[src/rtl/sa_autosa_ssa_xreq_arb.sv]
// Round-robin arbiter sharing one 4-phase level handshake crossing among NREQ requesters.
// Launches one payload at a time, reports per-requester completion, flags stalled phases.
module sa_autosa_ssa_xreq_arb #(
  parameter int NREQ   = 4,
  parameter int DW     = 32,
  parameter int TOW    = 16,
  parameter int TO_CYC = 1024
) (
  input  logic               i_clk,
  input  logic               i_rst,
  input  logic [NREQ-1:0]    req_i,
  input  logic [NREQ*DW-1:0] data_i,
  output logic [NREQ-1:0]    done_o,
  output logic               xreq_o,
  output logic [DW-1:0]      xdata_o,
  input  logic               xack_i,
  output logic               busy_o,
  output logic               timeout_o,
  input  logic               clr_i
);

  localparam int             IW   = (NREQ > 1) ? $clog2(NREQ) : 1;
  localparam logic [TOW-1:0] TO_V = TOW'(TO_CYC);
  localparam logic [IW-1:0]  LAST = IW'(NREQ - 1);

  typedef enum logic [1:0] {S_IDLE, S_ASSERT, S_RELEASE, S_DONE} state_e;

  state_e          state_q, state_d;
  logic [IW-1:0]   ptr_q, ptr_d;
  logic [IW-1:0]   gnt_q, gnt_d;
  logic            xreq_q, xreq_d;
  logic [DW-1:0]   xdata_q, xdata_d;
  logic [NREQ-1:0] done_q, done_d;
  logic            busy_q, busy_d;
  logic            tmo_q, tmo_d;
  logic [TOW-1:0]  cnt_q, cnt_d;
  logic            flg_q, flg_d;

  logic [TOW-1:0]  cnt_inc;
  logic            tmo_set;
  logic            win_vld;
  logic [IW-1:0]   win_idx;

  function automatic logic [TOW-1:0] sat_inc(input logic [TOW-1:0] v);
    return (&v) ? v : v + TOW'(1);
  endfunction

  // Descending scan so the set bit closest to the pointer (wrapping upward) wins.
  always_comb begin
    win_vld = 1'b0;
    win_idx = ptr_q;
    for (int i = NREQ - 1; i >= 0; i--) begin
      if (req_i[IW'((int'(ptr_q) + i) % NREQ)]) begin
        win_vld = 1'b1;
        win_idx = IW'((int'(ptr_q) + i) % NREQ);
      end
    end
  end

  always_comb begin
    state_d = state_q;
    ptr_d   = ptr_q;
    gnt_d   = gnt_q;
    xreq_d  = xreq_q;
    xdata_d = xdata_q;
    done_d  = '0;
    cnt_d   = cnt_q;
    flg_d   = flg_q;
    tmo_set = 1'b0;
    cnt_inc = sat_inc(cnt_q);

    unique case (state_q)
      S_IDLE: begin
        if (win_vld && !xack_i) begin
          state_d = S_ASSERT;
          gnt_d   = win_idx;
          xdata_d = data_i[win_idx*DW +: DW];
          xreq_d  = 1'b1;
          cnt_d   = '0;
          flg_d   = 1'b0;
        end
      end
      S_ASSERT: begin
        if (xack_i) begin
          state_d = S_RELEASE;
          xreq_d  = 1'b0;
          cnt_d   = '0;
          flg_d   = 1'b0;
        end
      end
      S_RELEASE: begin
        if (!xack_i) begin
          state_d        = S_DONE;
          done_d[gnt_q]  = 1'b1;
        end
      end
      S_DONE: begin
        state_d = S_IDLE;
        ptr_d   = (gnt_q == LAST) ? '0 : gnt_q + IW'(1);
      end
      default: state_d = S_IDLE;
    endcase

    // A phase that keeps waiting counts up; the flag fires once per phase.
    if ((state_q == S_ASSERT || state_q == S_RELEASE) && state_d == state_q) begin
      cnt_d   = cnt_inc;
      tmo_set = (TO_CYC != 0) && !flg_q && (cnt_inc == TO_V);
      flg_d   = flg_q | tmo_set;
    end

    tmo_d = tmo_q;
    if (clr_i)   tmo_d = 1'b0;
    if (tmo_set) tmo_d = 1'b1;

    busy_d = (state_d != S_IDLE);
  end

  always_ff @(posedge i_clk or posedge i_rst) begin
    if (i_rst) begin
      state_q <= S_IDLE;
      ptr_q   <= '0;
      gnt_q   <= '0;
      xreq_q  <= 1'b0;
      xdata_q <= '0;
      done_q  <= '0;
      busy_q  <= 1'b0;
      tmo_q   <= 1'b0;
      cnt_q   <= '0;
      flg_q   <= 1'b0;
    end else begin
      state_q <= state_d;
      ptr_q   <= ptr_d;
      gnt_q   <= gnt_d;
      xreq_q  <= xreq_d;
      xdata_q <= xdata_d;
      done_q  <= done_d;
      busy_q  <= busy_d;
      tmo_q   <= tmo_d;
      cnt_q   <= cnt_d;
      flg_q   <= flg_d;
    end
  end

  assign done_o    = done_q;
  assign xreq_o    = xreq_q;
  assign xdata_o   = xdata_q;
  assign busy_o    = busy_q;
  assign timeout_o = tmo_q;

  a_to_cyc_fits: assert property (@(posedge i_clk)
    (TO_CYC >= 0) && (longint'(TO_CYC) < (longint'(1) << TOW)));

endmodule

[config.mk]
export PLATFORM = sky130hd
export DESIGN_NAME = sa_autosa_ssa_xreq_arb
export DESIGN_NICKNAME = d
export VERILOG_FILES = /design/src/rtl/sa_autosa_ssa_xreq_arb.sv
export SDC_FILE = /design/constraint.sdc
export NUM_CORES = 1
export LEC_CHECK = 0
export ABC_AREA = 0
export CORE_ASPECT_RATIO = 2
export CORE_UTILIZATION = 47
export CTS_BUF_LIST = sky130_fd_sc_hd__clkbuf_16
export CTS_CLUSTER_SIZE = 10
export DETAILED_ROUTE_END_ITERATION = 16
export PLACE_DENSITY = 0.95
export SYNTH_ARGS = -nofsm -noshare
export SYNTH_HDL_FRONTEND = slang
export SYNTH_SLANG_ARGS = --single-unit
[constraint.sdc]
create_clock -name i_clk -period 4.05 [get_ports i_clk]
set_input_delay 0.81 -clock i_clk [delete_from_list [all_inputs] [get_ports i_clk]]
set_output_delay 0.81 -clock i_clk [all_outputs]
set_load 0.05 [all_outputs]
==> results by group <==
Run status
  • Status: finished clean

CTS
  • Post-CTS Hold Fix Bufs: 0
  • Post-CTS setup buffers: 0
  • # resized after CTS: 0
  • Clock sinks: 62
  • CTS HTree Levels: 3
  • Number of CTS-inserted buffers: 9
  • Clk slew on worst S/H paths: 0.05 ns
  • CTS tree: done
  • Clock latency on the worst-skew pair: 0.33 ns
  • Worst-case clock buffer depth: 2
  • CTS Root Cell: clkbuf_16

Die
  • DIE AREA: 9330 µm²
  • Core area: 8650 µm²
  • Die width: 68.8 µm
  • Initial Util: 48.5%
  • Die height: 136 µm
  • Num rows: 48
  • I/O pin total: 175

Timing
  • Fin. Hold Viols: 0
  • Crit path time final: 2.92 ns
  • Final setup fails: 0
  • TNS Setup: 0 ns
  • Slew headroom: 40.4%
  • Slew Limit Fails: 0
  • Max Freq: 342 MHz
  • Final Cycle Share: about 72%
  • Slew @ Worst Pin: 0.893 ns
  • Clock Skews: 0.00572 ns
  • RSZ-0062 raised after global routing: no

Synth
  • EDFF count, synth: 0
  • Seq/Total Area, Yosys: 37.0%
  • Library cells used by synthesis: 56
  • Mean Syn Cell Area: around 9.9 µm²
  • Synthesized instance count: 425
  • Syn Nets: 570
  • Seq cells post-synth: 62
  • Asr flop ratio synth: 100%
  • YS warnings: 0
  • Primary FF master, synth: dfrtp_1
  • Synthesized area: 4200 µm²

Drt
  • DR pass1 iterations: 5
  • Drt initial violations: 218
  • Antenna Violating Nets Remaining: 0
  • Vias/cell: about 5.9
  • DR vias: 4125
  • Wire length per cell: about 20 µm
  • Routed wire length: around 14 mm
  • Drc violations: 0

Global routing
  • Vias in the first global route: 4235
  • Total gr overflow: 0
  • Initial antenna violation count: 0
  • Largest net degree at the start of global routing: 57
  • Gr usage total: 29.8%
  • First-pass GRT wire length: 20.0 mm

Setup path
  • Crit Reg-Reg Endpoint: flg_q
  • Max Fanout on Critical Path: 30
  • Startpoint types: primary input
  • Critical Path RT: 4.25 ns
  • Worst r2r src: state_q[1]
  • Reg2Reg Depth: 8
  • R2R Setup Slk: around 1.4 ns
  • CP arrival: 3.12 ns
  • Critical path type: primary input to register
  • Crit end category: register

Pwr
  • Pwr Density: ~680 nW/µm²
  • Reg power frac: 23.5%
  • Clock power frac: ~16%
  • Leakage: around 2.7 nW
  • Power consumption: between 0.004 and 0.005 W
  • Comb pwr share: 60.9%
  • Switching part of the total: roughly 46%
  • Net Switching: 0.00196 W
  • Maximum vdd drop: 0.000572 V
  • Cell Int Power: 0.00228 W

Hold path
  • Worst hold start: flg_q
  • WHS Path Cells: 1
  • Hold Path End: timeout_o
  • Worst Hold Class: register to register

Layout
  • Antenna cells: 0
  • Total Nets Final: ~740
  • Share of layout cells above drive strength 1: 12.1%
  • Final Cell Area: 6230 µm²
  • Post-route insts no fill: 697
  • Area grow syn2layout: 48.4%

Place
  • # port buffers: approximately 170
  • Detailed placement HPWL: between 10 and 15 mm
  • GP Congestion: 0.998
  • Placed insts: 681
  • Post-Place Cell Area: 5970 µm²

Flow run
  • Max Cap Viol: 0
==> worst max-delay path, stage by stage <==
cell and delay [ns]:
clkdlybuf4s50_1 0.60, nor2b_1 0.09, o21ai_1 0.16, o211a_4 0.55, buf_12 0.27, mux2i_1 0.32, mux2_2 0.22, o21ai_1 0.06
==> how the worst max path moves through the flow <==
stage	cells past startpoint	start	endpoint	slack, ns
2_1_floorplan	1	i_rst	busy_o	1.70
3_3_place_gp	8	req_i[2]	xdata_o[16]	0.82
6_report	8	req_i[3]	xdata_o[16]	1.13
4_1_cts	8	req_i[3]	xdata_o[16]	1.10
5_1_grt	8	req_i[3]	xdata_o[16]	1.03
3_5_place_dp	8	req_i[3]	xdata_o[16]	0.76
==> cell usage in the layout, fill, tap and decap left out, drive strengths merged, types with 7 or more instances in the layout <==
cell	netlist	layout
mux2i	65	65
dfrtp	62	62
inv	11	13
a21oi	11	11
ha	9	9
mux2	37	37
o21ai	48	48
nand2	46	46
nor2	18	18
buf	20	7
clkdlybuf4s50	0	174
clkbuf	5	9
nand3	10	10
nor3	8	8
==> state kept, by name, summed over array words and instances, names as in the netlist <==
| register | count |
|---|---|
| ptr_q | 2 |
| cnt_q | 16 |
| done_o | 4 |
| xdata_o | 32 |
| state_q | 2 |
| busy_o | 1 |
| flg_q | 1 |
| timeout_o | 1 |
| xreq_o | 1 |
| gnt_q | 2 |
==> synth_stat cells, drive strengths merged (8+ instances only) <==
| cell | n | area share (%) |
|---|---|---|
| inv | 11 | 0.98 |
| ha | 9 | 2.7 |
| nand3 | 10 | 1.3 |
| mux2 | 37 | 9.9 |
| a21oi | 11 | 1.6 |
| mux2i | 65 | 16 |
| buf | 20 | 4.1 |
| nand2 | 46 | 4.1 |
| nor2 | 18 | 1.8 |
| nor3 | 8 | 0.95 |
| o21ai | 48 | 5.7 |
| dfrtp | 62 | 37 |
==> logic make-up (layout without fill, tap and decap cells) <==
group	after synthesis	in the layout	synth area share, %
and+or+nand+nor	118	118	14.0
adders and majority gates	9	9	2.68
AOI/OAI and AO/OA	95	95	14.8
muxes	102	102	25.4
DFF	62	62	37.0
xor gates and xnor gates	3	3	0.626
buffers and inverters	36	208	5.49
==> per-stage QoR <==
stage / utilization [%] / hold slack [ns] / worst slack (ns)
after floorplan: - / 0.439 / 1.70
after global placement: 69.0 / 0.454 / 0.819
after detailed placement: 69.0 / 0.465 / 0.756
after CTS: 72.0 / 0.466 / 1.10
after global routing: 72.0 / 0.485 / 1.03
final: 72.0 / 0.466 / 1.13
==> cell type report <==
cell class	instances	area [µm²]
clock buffers	9	225
inverters	11	41.3
fillers	646	2420
well taps	100	125
flip-flops and latches	62	1550
clock inverters	7	33.8
multi-input cells	327	2430
repair buffers	181	1820
==> power groups by stage <==
stage	clock, W	sequential (W)	combinational [W]
floorplan	0	0.00153	0.00130
finish	0.000663	0.000994	0.00258
detailed placement	0	0.000999	0.00257
CTS	0.000676	0.000992	0.00258
global route	0.000710	0.00102	0.00274
global placement	0	0.000984	0.00248
==> layer usage <==
layer  global-route usage [%]  part of all wire (%)  wire length [µm]
met3                     8.67                   8.9              1210
met1                     26.4                    31              4190
met5                        0                     0                 0
met4                     24.4                   7.7              1060
met2                     52.0                    53              7190
Note: power is estimated with default switching activity, not from simulation.
